==> src/rtl/seq_pkg.sv <==
// seq_pkg: shared types and default word width for the sequence-detector path.
package seq_pkg;
   localparam int SEQ_WORD_W = 8;
   typedef enum logic [0:0] {IDLE = 1'b0, SHIFT = 1'b1} ser_state_t;
endpackage

==> src/rtl/seq_bit_serializer_if.sv <==
// seq_bit_serializer_if: word handshake in, qualified serial bit out.
interface seq_bit_serializer_if
   import seq_pkg::*;
   #(parameter int WIDTH = SEQ_WORD_W);
   logic [WIDTH-1:0] in_data;
   logic             in_valid;
   logic             in_ready;
   logic             en;
   logic             x;
   logic             x_valid;
   logic             x_last;
   modport master (output in_data, in_valid, en, input in_ready, x, x_valid, x_last);
   modport slave  (input in_data, in_valid, en, output in_ready, x, x_valid, x_last);
endinterface

==> src/rtl/ser_hold_buf.sv <==
// ser_hold_buf: single-entry holding register that lets the next word wait
// while the current one is still shifting out.
module ser_hold_buf
   import seq_pkg::*;
   #(parameter int WIDTH = SEQ_WORD_W)
   (
   input  logic             clk,
   input  logic             rst_n,
   input  logic [WIDTH-1:0] in_data,
   input  logic             in_valid,
   input  logic             wr_en,
   input  logic             drain,
   output logic             in_ready,
   output logic             hold_full,
   output logic [WIDTH-1:0] hold_data
   );
   logic             full_d, full_q, wr;
   logic [WIDTH-1:0] data_d, data_q;
   always_comb begin
      in_ready = !full_q;
      wr       = in_valid && in_ready && wr_en;
      data_d   = wr ? in_data : data_q;
      full_d   = wr ? 1'b1 : (drain ? 1'b0 : full_q);
   end
   always_ff @(posedge clk or negedge rst_n) begin
      if (!rst_n) begin
         full_q <= 1'b0;
         data_q <= '0;
      end else begin
         full_q <= full_d;
         data_q <= data_d;
      end
   end
   assign hold_full = full_q;
   assign hold_data = data_q;
endmodule

==> src/rtl/seq_bit_serializer.sv <==
// seq_bit_serializer: parallel-to-serial front end for the sequence detector.
// Bit order is MSB first unless SER_LSB_FIRST_EN is defined.
module seq_bit_serializer
   import seq_pkg::*;
   #(parameter int WIDTH = SEQ_WORD_W)
   (
   input  logic                 clk,
   input  logic                 rst_n,
   seq_bit_serializer_if.slave  bus
   );
   localparam int CNT_W = $clog2(WIDTH);
   ser_state_t       state_d, state_q;
   logic [WIDTH-1:0] shreg_d, shreg_q, shifted, hold_data;
   logic [CNT_W-1:0] bit_cnt_d, bit_cnt_q;
   logic             in_ready, hold_full, take, drain, hold_wr, x_valid, x_last;
   ser_hold_buf #(.WIDTH(WIDTH)) u_hold (
      .clk       (clk),
      .rst_n     (rst_n),
      .in_data   (bus.in_data),
      .in_valid  (bus.in_valid),
      .wr_en     (hold_wr),
      .drain     (drain),
      .in_ready  (in_ready),
      .hold_full (hold_full),
      .hold_data (hold_data)
   );
`ifdef SER_LSB_FIRST_EN
   assign shifted = {1'b0, shreg_q[WIDTH-1:1]};
   assign bus.x   = shreg_q[0];
`else
   assign shifted = {shreg_q[WIDTH-2:0], 1'b0};
   assign bus.x   = shreg_q[WIDTH-1];
`endif
   always_comb begin
      x_valid   = (state_q == SHIFT) && bus.en;
      x_last    = x_valid && (bit_cnt_q == CNT_W'(WIDTH-1));
      take      = bus.in_valid && in_ready;
      drain     = x_last && hold_full;
      // on the last bit a fresh word bypasses hold straight into shreg
      hold_wr   = (state_q == SHIFT) && !x_last;
      state_d   = state_q;
      shreg_d   = shreg_q;
      bit_cnt_d = bit_cnt_q;
      if (state_q == IDLE) begin
         if (take) begin
            shreg_d   = bus.in_data;
            bit_cnt_d = '0;
            state_d   = SHIFT;
         end
      end else if (x_last) begin
         bit_cnt_d = '0;
         shreg_d   = hold_full ? hold_data : (take ? bus.in_data : shifted);
         state_d   = (hold_full || take) ? SHIFT : IDLE;
      end else if (bus.en) begin
         shreg_d   = shifted;
         bit_cnt_d = bit_cnt_q + CNT_W'(1);
      end
   end
   always_ff @(posedge clk or negedge rst_n) begin
      if (!rst_n) begin
         state_q   <= IDLE;
         shreg_q   <= '0;
         bit_cnt_q <= '0;
      end else begin
         state_q   <= state_d;
         shreg_q   <= shreg_d;
         bit_cnt_q <= bit_cnt_d;
      end
   end
   assign bus.in_ready = in_ready;
   assign bus.x_valid  = x_valid;
   assign bus.x_last   = x_last;
endmodule

==> src/flat_wrapper.sv <==
// flat-port wrapper written by rule: the top's interface ports become plain ports
module seq_bit_serializer_flat import seq_pkg::*;
#(parameter int WIDTH = SEQ_WORD_W)
  (clk, rst_n, bus_in_data, bus_in_valid, bus_en, bus_in_ready, bus_x, bus_x_valid, bus_x_last);
  seq_bit_serializer_if #(.WIDTH(WIDTH)) bus_i ();
  input  logic clk;
  input  logic rst_n;
  input wire logic [$bits(bus_i.in_data)-1:0] bus_in_data;
  input wire logic [$bits(bus_i.in_valid)-1:0] bus_in_valid;
  input wire logic [$bits(bus_i.en)-1:0] bus_en;
  output wire logic [$bits(bus_i.in_ready)-1:0] bus_in_ready;
  output wire logic [$bits(bus_i.x)-1:0] bus_x;
  output wire logic [$bits(bus_i.x_valid)-1:0] bus_x_valid;
  output wire logic [$bits(bus_i.x_last)-1:0] bus_x_last;
  assign bus_i.in_data = bus_in_data;
  assign bus_i.in_valid = bus_in_valid;
  assign bus_i.en = bus_en;
  assign bus_in_ready = bus_i.in_ready;
  assign bus_x = bus_i.x;
  assign bus_x_valid = bus_i.x_valid;
  assign bus_x_last = bus_i.x_last;
  seq_bit_serializer #(.WIDTH(WIDTH)) u_core (.clk(clk), .rst_n(rst_n), .bus(bus_i));
endmodule
==> config.mk <==
export PLATFORM = sky130hd
export DESIGN_NAME = seq_bit_serializer_flat
export DESIGN_NICKNAME = d
export VERILOG_FILES = /design/src/rtl/seq_pkg.sv /design/src/rtl/seq_bit_serializer_if.sv /design/src/rtl/ser_hold_buf.sv /design/src/rtl/seq_bit_serializer.sv /design/src/flat_wrapper.sv
export SDC_FILE = /design/constraint.sdc
export NUM_CORES = 1
export LEC_CHECK = 0
export CELL_PAD_IN_SITES_DETAIL_PLACEMENT = 0
export CELL_PAD_IN_SITES_GLOBAL_PLACEMENT = 1
export CORE_ASPECT_RATIO = 1.4
export CORE_MARGIN = 2
export CORE_UTILIZATION = 45
export DETAILED_ROUTE_END_ITERATION = 6
export PLACE_DENSITY = 0.88
export SLEW_MARGIN = 25
export SYNTH_ARGS = -nofsm -noshare
export SYNTH_HDL_FRONTEND = slang
export SYNTH_SLANG_ARGS = --single-unit
==> constraint.sdc <==
create_clock -name clk -period 3.48 [get_ports clk]
set_input_delay 0.696 -clock clk [delete_from_list [all_inputs] [get_ports clk]]
set_output_delay 0.696 -clock clk [all_outputs]
set_load 0.01 [all_outputs]
Word-level counts from Yosys, hierarchy flattened

Index checks and enable logic that the tools add are counted.

Register bits after elaboration: 21
Logic and storage cells: 36
Output and inout bits: 4

Reductions and logical operators: 12
Add/sub/neg operators: 1
Muxes and demuxes: 16
Eq/ne operators: 2

Operators with widths:

| cell                                         | number |
|---|---|
| 2-to-1 mux 8 bit                             | 6 |
| 2-to-1 mux 3 bit                             | 4 |
| logical AND 1 bit                            | 6 |
| 2-to-1 mux 1 bit                             | 6 |
| nonzero test 2 bit                           | 2 |
| adder 3 x 1 -> 3 bit (second input constant) | 1 |
| equality test 3 bit (second input constant)  | 1 |
| != test 3 bit (second input constant)        | 1 |
| logical NOT 1 bit                            | 2 |
| AND reduction 2 bit                          | 1 |
| logical OR 1 bit                             | 1 |

Depth between registers and ports, before layout

Gate-level depths: netlist (run 1).

Depth in word-level cells: 6
Depth in mapped cells: 6

By module

A second synthesis (run 1) with hierarchy kept.

Cells, all modules: 104
Area total of the unflattened synthesis: 1097.3 µm²

By module, submodules not included:

| module             | sequential area each (µm²) | cells each | area an instance (µm²) | times used |
|---|---|---|---|---|
| seq_bit_serializer | 300.3                      | 84         | 753.2                  | 1 |
| ser_hold_buf       | 225.2                      | 20         | 344.1                  | 1 |

Worst setup path before layout (run 1)

No wires, ideal clock.

Path kind: register to output
From: reg u_core.bit_cnt_q[0]
To: out bus_x_last
Arrival time: 1.173 ns
Path slack: 1.611 ns
Stages on the path, launching flop included: 5
Buffers on the path: 1
Cell sequence: dfrtp_1 > ha_1 > ha_1 > and3_2 > buf_2

Longest elaborated chain between the ends: 2

Ends and longest elaborated chain:

| element                  | line                     | source |
|---|---|---|
| start: declaration       | seq_bit_serializer.sv:14 | `logic [CNT_W-1:0] bit_cnt_d, bit_cnt_q;` |
| start signal: assignment | seq_bit_serializer.sv:67 | `bit_cnt_q <= bit_cnt_d;` |
| equality test 3 bit      | seq_bit_serializer.sv:36 | `x_last = x_valid && (bit_cnt_q == CNT_W'(WIDTH-1));` |
| logical AND 1 bit        | seq_bit_serializer.sv:36 |  |
| end: declaration         | flat_wrapper.sv:14       | `output wire logic [$bits(bus_i.x_last)-1:0] bus_x_last;` |

No other way between the ends.

Worst setup path in the final report (run 1)

From: in bus_en
To: out bus_x_valid

Longest elaborated chain between the ends: 1

Ends and longest elaborated chain:

| element            | line                     | source |
|---|---|---|
| start: declaration | flat_wrapper.sv:10       | `input wire logic [$bits(bus_i.en)-1:0] bus_en;` |
| logical AND 1 bit  | seq_bit_serializer.sv:35 | `x_valid = (state_q == SHIFT) && bus.en;` |
| end: declaration   | flat_wrapper.sv:13       | `output wire logic [$bits(bus_i.x_valid)-1:0] bus_x_valid;` |

No other way between the ends.

==> flow_metrics.env, run 1 <==
export IMPL_worstSetupPathType="in2out"
export IMPL_root_buffer="clkbuf_4"
export IMPL_drc=0
export IMPL_vias=895
export IMPL_initial_core_util_pct=47.7
export IMPL_dieWidth_um=46.8
export IMPL_area_delta_synth_final_pct=16.7
export IMPL_cap_violations=0
export IMPL_synth_cell_types=24
export IMPL_crit_fanout=10
export IMPL_wire_per_inst_um=14.6
export IMPL_synth_nets=124
export IMPL_synthTopCellsByArea="dfrtp_1, mux2_2, o21ai_0, o211ai_1, a31oi_1"
export IMPL_final_cell_mix="dfrtp_1, mux2_2, clkdlybuf4s50_1"
export IMPL_clock_path_buffers=2
export IMPL_yosys_area_top_type_share_pct=45.6
export IMPL_max_freq_mhz=348
export IMPL_postCtsSetupBuffers=0
export IMPL_cpMostUsedCell="clkdlybuf4s50_1"
export IMPL_ios=16
export IMPL_yosysWarnings=0
export IMPL_tns_ps=0
export IMPL_place_hpwl_mm=1.59
export IMPL_slowest_stage="clkdlybuf4s50_1"
export IMPL_pwr_density_cell_nw_per_um2=307
export IMPL_cts_hold_buf=0
export IMPL_run_status="complete, no violations"
export IMPL_worstPathArrival_ps=2180
export IMPL_clk_latency_ps=310
export IMPL_numPortBuffers=15
export IMPL_grt_overflow=0
export IMPL_relSlewSlack_pct=59.5
export IMPL_path_depth=4
export IMPL_core_rowCount=21
export IMPL_register_area_um2=526
export IMPL_wirelength_mm=2.30
export IMPL_grt_pass1_wl_mm=4.06
export IMPL_reg2reg_depth=5
export IMPL_worst_slew_pin_slew_ps=608
export IMPL_timing_final_crit_period_ps=2880
export IMPL_cts_made_buffers=3
export IMPL_first_global_vias=895
export IMPL_dr_pass1_iters=3
export IMPL_die_h_um=63.9
export IMPL_avgSynthCellArea_um2=10.5
export IMPL_multi_input_area_um2=592
export IMPL_gr_usage_all_layers_pct=18.5
export IMPL_cp_cell_sequence="clkdlybuf4s50_1 > nand2_1 > inv_1 > clkdlybuf4s50_1"
export IMPL_gp_congestion=0.789
export IMPL_p_leak_nw=0.599
export IMPL_final_nets=139
export IMPL_slew_viol_final=0
export IMPL_drt_initial_drc_count=19
export IMPL_drive_above_1_share_pct=19.4
export IMPL_cts_tree="yes"
export IMPL_rsz0062_at_grt="no"
export IMPL_dp_cells=154
export IMPL_cp_endpoint="bus_x_valid"
export IMPL_diodes=0
export IMPL_synth_seq_cells=21
export IMPL_worstSetupStartpointType="input port"
export IMPL_htree_levels=1
export IMPL_syn_inst=110
export IMPL_worstSetupStartpoint="bus_en"
export IMPL_cp_end_kind="primary output"
export IMPL_grt_antenna_before_repair=0
export IMPL_routed_via_density=5.66
export IMPL_fin_util_pct=55.7
export IMPL_fin_area_um2=1350
export IMPL_cp_top_family="buffers and inverters"
export IMPL_hold_viol_final=0
export IMPL_syn_area_um2=1150
export IMPL_cts_num_sinks=21
export IMPL_max_stage_delay_ps=560
export IMPL_fin_skew_ps=3.80
export IMPL_cts_reportedPaths_clkPinSlew_ps=120
export IMPL_cts_resized=0
export IMPL_layout_cells_non_filler=158
export IMPL_path_buf_inv=3
export IMPL_grt_max_degree=22
export IMPL_core_um2=2420
export IMPL_cp_required_ps=2780
export IMPL_min_path_type="in2async"
export IMPL_fin_crit_sh_pct=82.6
export IMPL_dieArea_um2=2990
export IMPL_timing_rr_end="u_core.u_hold.hold_data[0]"
export IMPL_rrSetupSlack_ps=1640
export IMPL_vdd_drop_max_mv=0.146
export IMPL_ys_seq_area_share_pct=45.6
export IMPL_dpl_instance_area_um2=1330
export IMPL_ant_nets=0
export IMPL_yosysTopAreaCell="dfrtp_1"
export IMPL_setup_viol=0
export IMPL_fillerInstances=236
export IMPL_r2r_start="u_core.bit_cnt_q[0]"
export IMPL_finalPower_uw=413
export IMPL_final_common_cell="dfrtp_1"
[registers in the layout, summed over array words and instances (netlist names)]
register,count
u_core.shreg_q,8
u_core.u_hold.hold_data,8
u_core.state_q,1
u_core.bit_cnt_q,3
u_core.u_hold.hold_full,1
[worst min path at each step]
stage | endpoint | slack, ps
6_report | u_core.bit_cnt_q[1] | 330
5_1_grt | u_core.bit_cnt_q[1] | 350
4_1_cts | u_core.u_hold.hold_data[3] | 510
3_5_place_dp | u_core.u_hold.hold_data[3] | 480
3_3_place_gp | u_core.u_hold.hold_data[1] | 480
2_1_floorplan | u_core.bit_cnt_q[0] | 400
[synth_stat cells]
cell / instances
inv_1: 2
nand2b_1: 7
dfrtp_1: 21
buf_2: 5
clkbuf_1: 1
a31oi_1: 7
or3b_1: 1
nand3_1: 2
a21boi_4: 1
o21ai_0: 11
and3b_1: 1
ha_1: 2
and2_1: 1
o211ai_1: 7
o22a_1: 1
nand3_4: 1
nor3b_2: 1
mux2_2: 15
nor3_1: 8
nor2_1: 2
and3_2: 1
a21oi_1: 1
a22o_1: 2
nand2_1: 9
[area by class of cell]
cell class / count / area share (%)
clock buffer: 4 / 1.95
inverter: 2 / 0.558
multi-input combinational: 81 / 44.0
sequential: 21 / 39.0
tap: 34 / 3.16
timing repair buffer: 16 / 11.3
[kinds of logic (layout without fill, tap and decap cells)]
kind of cell / after synthesis / after routing / synth area share [%]
adders and majority gates: 2 / 2 / 2.17
AOI/OAI and AO/OA: 30 / 30 / 17.5
muxes: 15 / 15 / 14.6
DFF: 21 / 21 / 45.6
buffers and inverters: 8 / 22 / 3.14
and+or+nand+nor: 34 / 34 / 17.0
[per-layer routing]
| metal | up-vias | part of all wire [%] | GRT usage (%) |
|---|---|---|---|
| met4 | 0 | 2.7 | 9.38 |
| met5 | - | 0 | 0 |
| met1 | 438 | 47 | 24.1 |
| met2 | 16 | 47 | 28.9 |
| met3 | 8 | 2.8 | 2.54 |
| li1 | 433 | - | - |
[power breakdown]
part	total (mW)	leakage [nW]	internal [mW]	switching (mW)
Sequential	0.254	0.275	0.250	0.00443
Clock	0.120	0.0150	0.0448	0.0753
Combinational	0.0390	0.310	0.0223	0.0167
[stage by stage]
stage          setup slack (ps)  hold slack, ps
4_1_cts                     593             511
3_5_place_dp                599             484
3_3_place_gp                624             477
6_report                    604             326
5_1_grt                     536             352
2_1_floorplan              1610             400
Power figures use the tool's default switching activity.
==> run 2, diff against run 1 <==
- CORE_UTILIZATION: 45 -> 41
- PLACE_DENSITY: 0.88 -> 0.82
- clock period: 3.48 -> 3.01 ns (I/O delays scaled with it)
==> flow_metrics.env, run 2 (synthesis results as in run 1) <==
export IMPL_run_status="complete, no violations"
export IMPL_gp_congestion=0.742
export IMPL_cp_end_kind="primary output"
export IMPL_tns_ps=0
export IMPL_worst_slew_pin_slew_ps=601
export IMPL_crit_fanout=10
export IMPL_rsz0062_at_grt="no"
export IMPL_cts_num_sinks=21
export IMPL_numPortBuffers=15
export IMPL_pre_cts_ws_ps=319
export IMPL_layout_cells_non_filler=164
export IMPL_cts_hold_buf=0
export IMPL_pwr_density_cell_nw_per_um2=344
export IMPL_drc=0
export IMPL_root_buffer="clkbuf_4"
export IMPL_final_common_cell="dfrtp_1"
export IMPL_core_rowCount=22
export IMPL_slew_viol_final=0
export IMPL_drive_above_1_share_pct=21.9
export IMPL_drt_initial_drc_count=28
export IMPL_max_stage_delay_ps=570
export IMPL_wirelength_mm=2.43
export IMPL_dp_cells=160
export IMPL_finalPower_uw=476
export IMPL_max_freq_mhz=372
export IMPL_cp_cell_sequence="clkdlybuf4s50_1 > and3_2 > clkdlybuf4s50_1"
export IMPL_final_cell_mix="dfrtp_1, mux2_2, clkdlybuf4s50_1"
export IMPL_initial_core_util_pct=43.7
export IMPL_vdd_drop_max_mv=0.223
export IMPL_postCtsSetupBuffers=0
export IMPL_cp_required_ps=2410
export IMPL_routed_via_density=5.60
export IMPL_ios=16
export IMPL_cts_resized=0
export IMPL_final_nets=143
export IMPL_min_path_type="reg2reg"
export IMPL_grt_overflow=0
export IMPL_dr_pass1_iters=4
export IMPL_fin_crit_sh_pct=89.2
export IMPL_worstPathArrival_ps=2080
export IMPL_cap_violations=0
export IMPL_clock_path_buffers=2
export IMPL_cpMostUsedCell="clkdlybuf4s50_1"
export IMPL_grt_max_degree=22
export IMPL_slowest_stage="clkdlybuf4s50_1"
export IMPL_setup_ws_ps=324
export IMPL_setup_viol=0
export IMPL_timing_final_crit_period_ps=2690
export IMPL_die_h_um=66.8
export IMPL_cts_made_buffers=3
export IMPL_worstSetupStartpointType="input port"
export IMPL_grt_pass1_wl_mm=4.24
export IMPL_cts_reportedPaths_clkPinSlew_ps=120
export IMPL_hold_viol_final=0
export IMPL_clk_latency_ps=290
export IMPL_core_um2=2640
export IMPL_first_global_vias=914
export IMPL_ant_nets=0
export IMPL_area_delta_synth_final_pct=20.1
export IMPL_worstSetupPathType="in2out"
export IMPL_fin_skew_ps=3.80
export IMPL_dieArea_um2=3260
export IMPL_fin_util_pct=52.4
export IMPL_p_leak_nw=0.621
export IMPL_relSlewSlack_pct=60.0
export IMPL_cts_tree="yes"
export IMPL_htree_levels=1
export IMPL_vias=919
export IMPL_place_hpwl_mm=1.76
export IMPL_grt_antenna_before_repair=0
export IMPL_diodes=0
export IMPL_gr_usage_all_layers_pct=17.0
export IMPL_dieWidth_um=48.8
export IMPL_wire_per_inst_um=14.8
[run 2: cell types whose count changed in the layout (fill, tap and decap cells not counted), sizes merged]
cell,change
clkdlybuf4s50,+1
clkbuf,-1
buf,+3
clkinv,+1
[run 2: final cells by class]
class                   instances  area [µm²]
fillers                       251        1260
flip-flops and latches         21         526
multi-input cells              81         592
repair buffers                 20         188
well taps                      36        45.0
clock buffers                   3        22.5
inverters                       2        7.51
clock inverters                 1        5.00
[run 2: report_power, final]
| part | total, mW | leakage (nW) | internal, mW | switching [mW] |
|---|---|---|---|---|
| clock network | 0.133 | 0.0177 | 0.0494 | 0.0841 |
| registers | 0.294 | 0.275 | 0.289 | 0.00541 |
| logic | 0.0482 | 0.329 | 0.0281 | 0.0201 |
| total | 0.476 | 0.621 | 0.366 | 0.110 |
[run 2: worst max-delay path: cells and delay by family]
kind          cells  cell delay, ps
buf+inv           2            1130
simple gates      1             340
[run 2: metrics by stage]
| step | hold WS (ps) | area (µm²) |
|---|---|---|
| after floorplan | 306 | 1150 |
| after global placement | 478 | 1360 |
| after detailed placement | 484 | 1360 |
| after CTS | 513 | 1390 |
| after global routing | 519 | 1390 |
| final | 507 | 1390 |
[run 2: final timing paths]
| path | slack [ps] | cells past startpoint | startpoint | end |
|---|---|---|---|---|
| hold reg to reg | 510 | 1 | u_core.u_hold.hold_data[5] | u_core.u_hold.hold_data[5] |
| max in group asynchronous | 2160 | 2 | rst_n | u_core.u_hold.hold_data[3] |
| setup reg to reg | 1180 | 5 | u_core.bit_cnt_q[0] | u_core.u_hold.hold_data[3] |
| setup / recovery | 320 | 3 | bus_en | bus_x_last |
| min in group asynchronous | 630 | 2 | rst_n | u_core.state_q |
| hold / removal | 510 | 1 | u_core.u_hold.hold_data[5] | u_core.u_hold.hold_data[5] |
[run 2: per-layer routing]
layer  wire [µm]  track usage, %  vias to the layer above
li1            -               -                      447
met1        1080            20.1                      446
met2        1220            30.1                       22
met3          83            2.24                        4
met4          40            8.57                        0
met5           0               0                        -
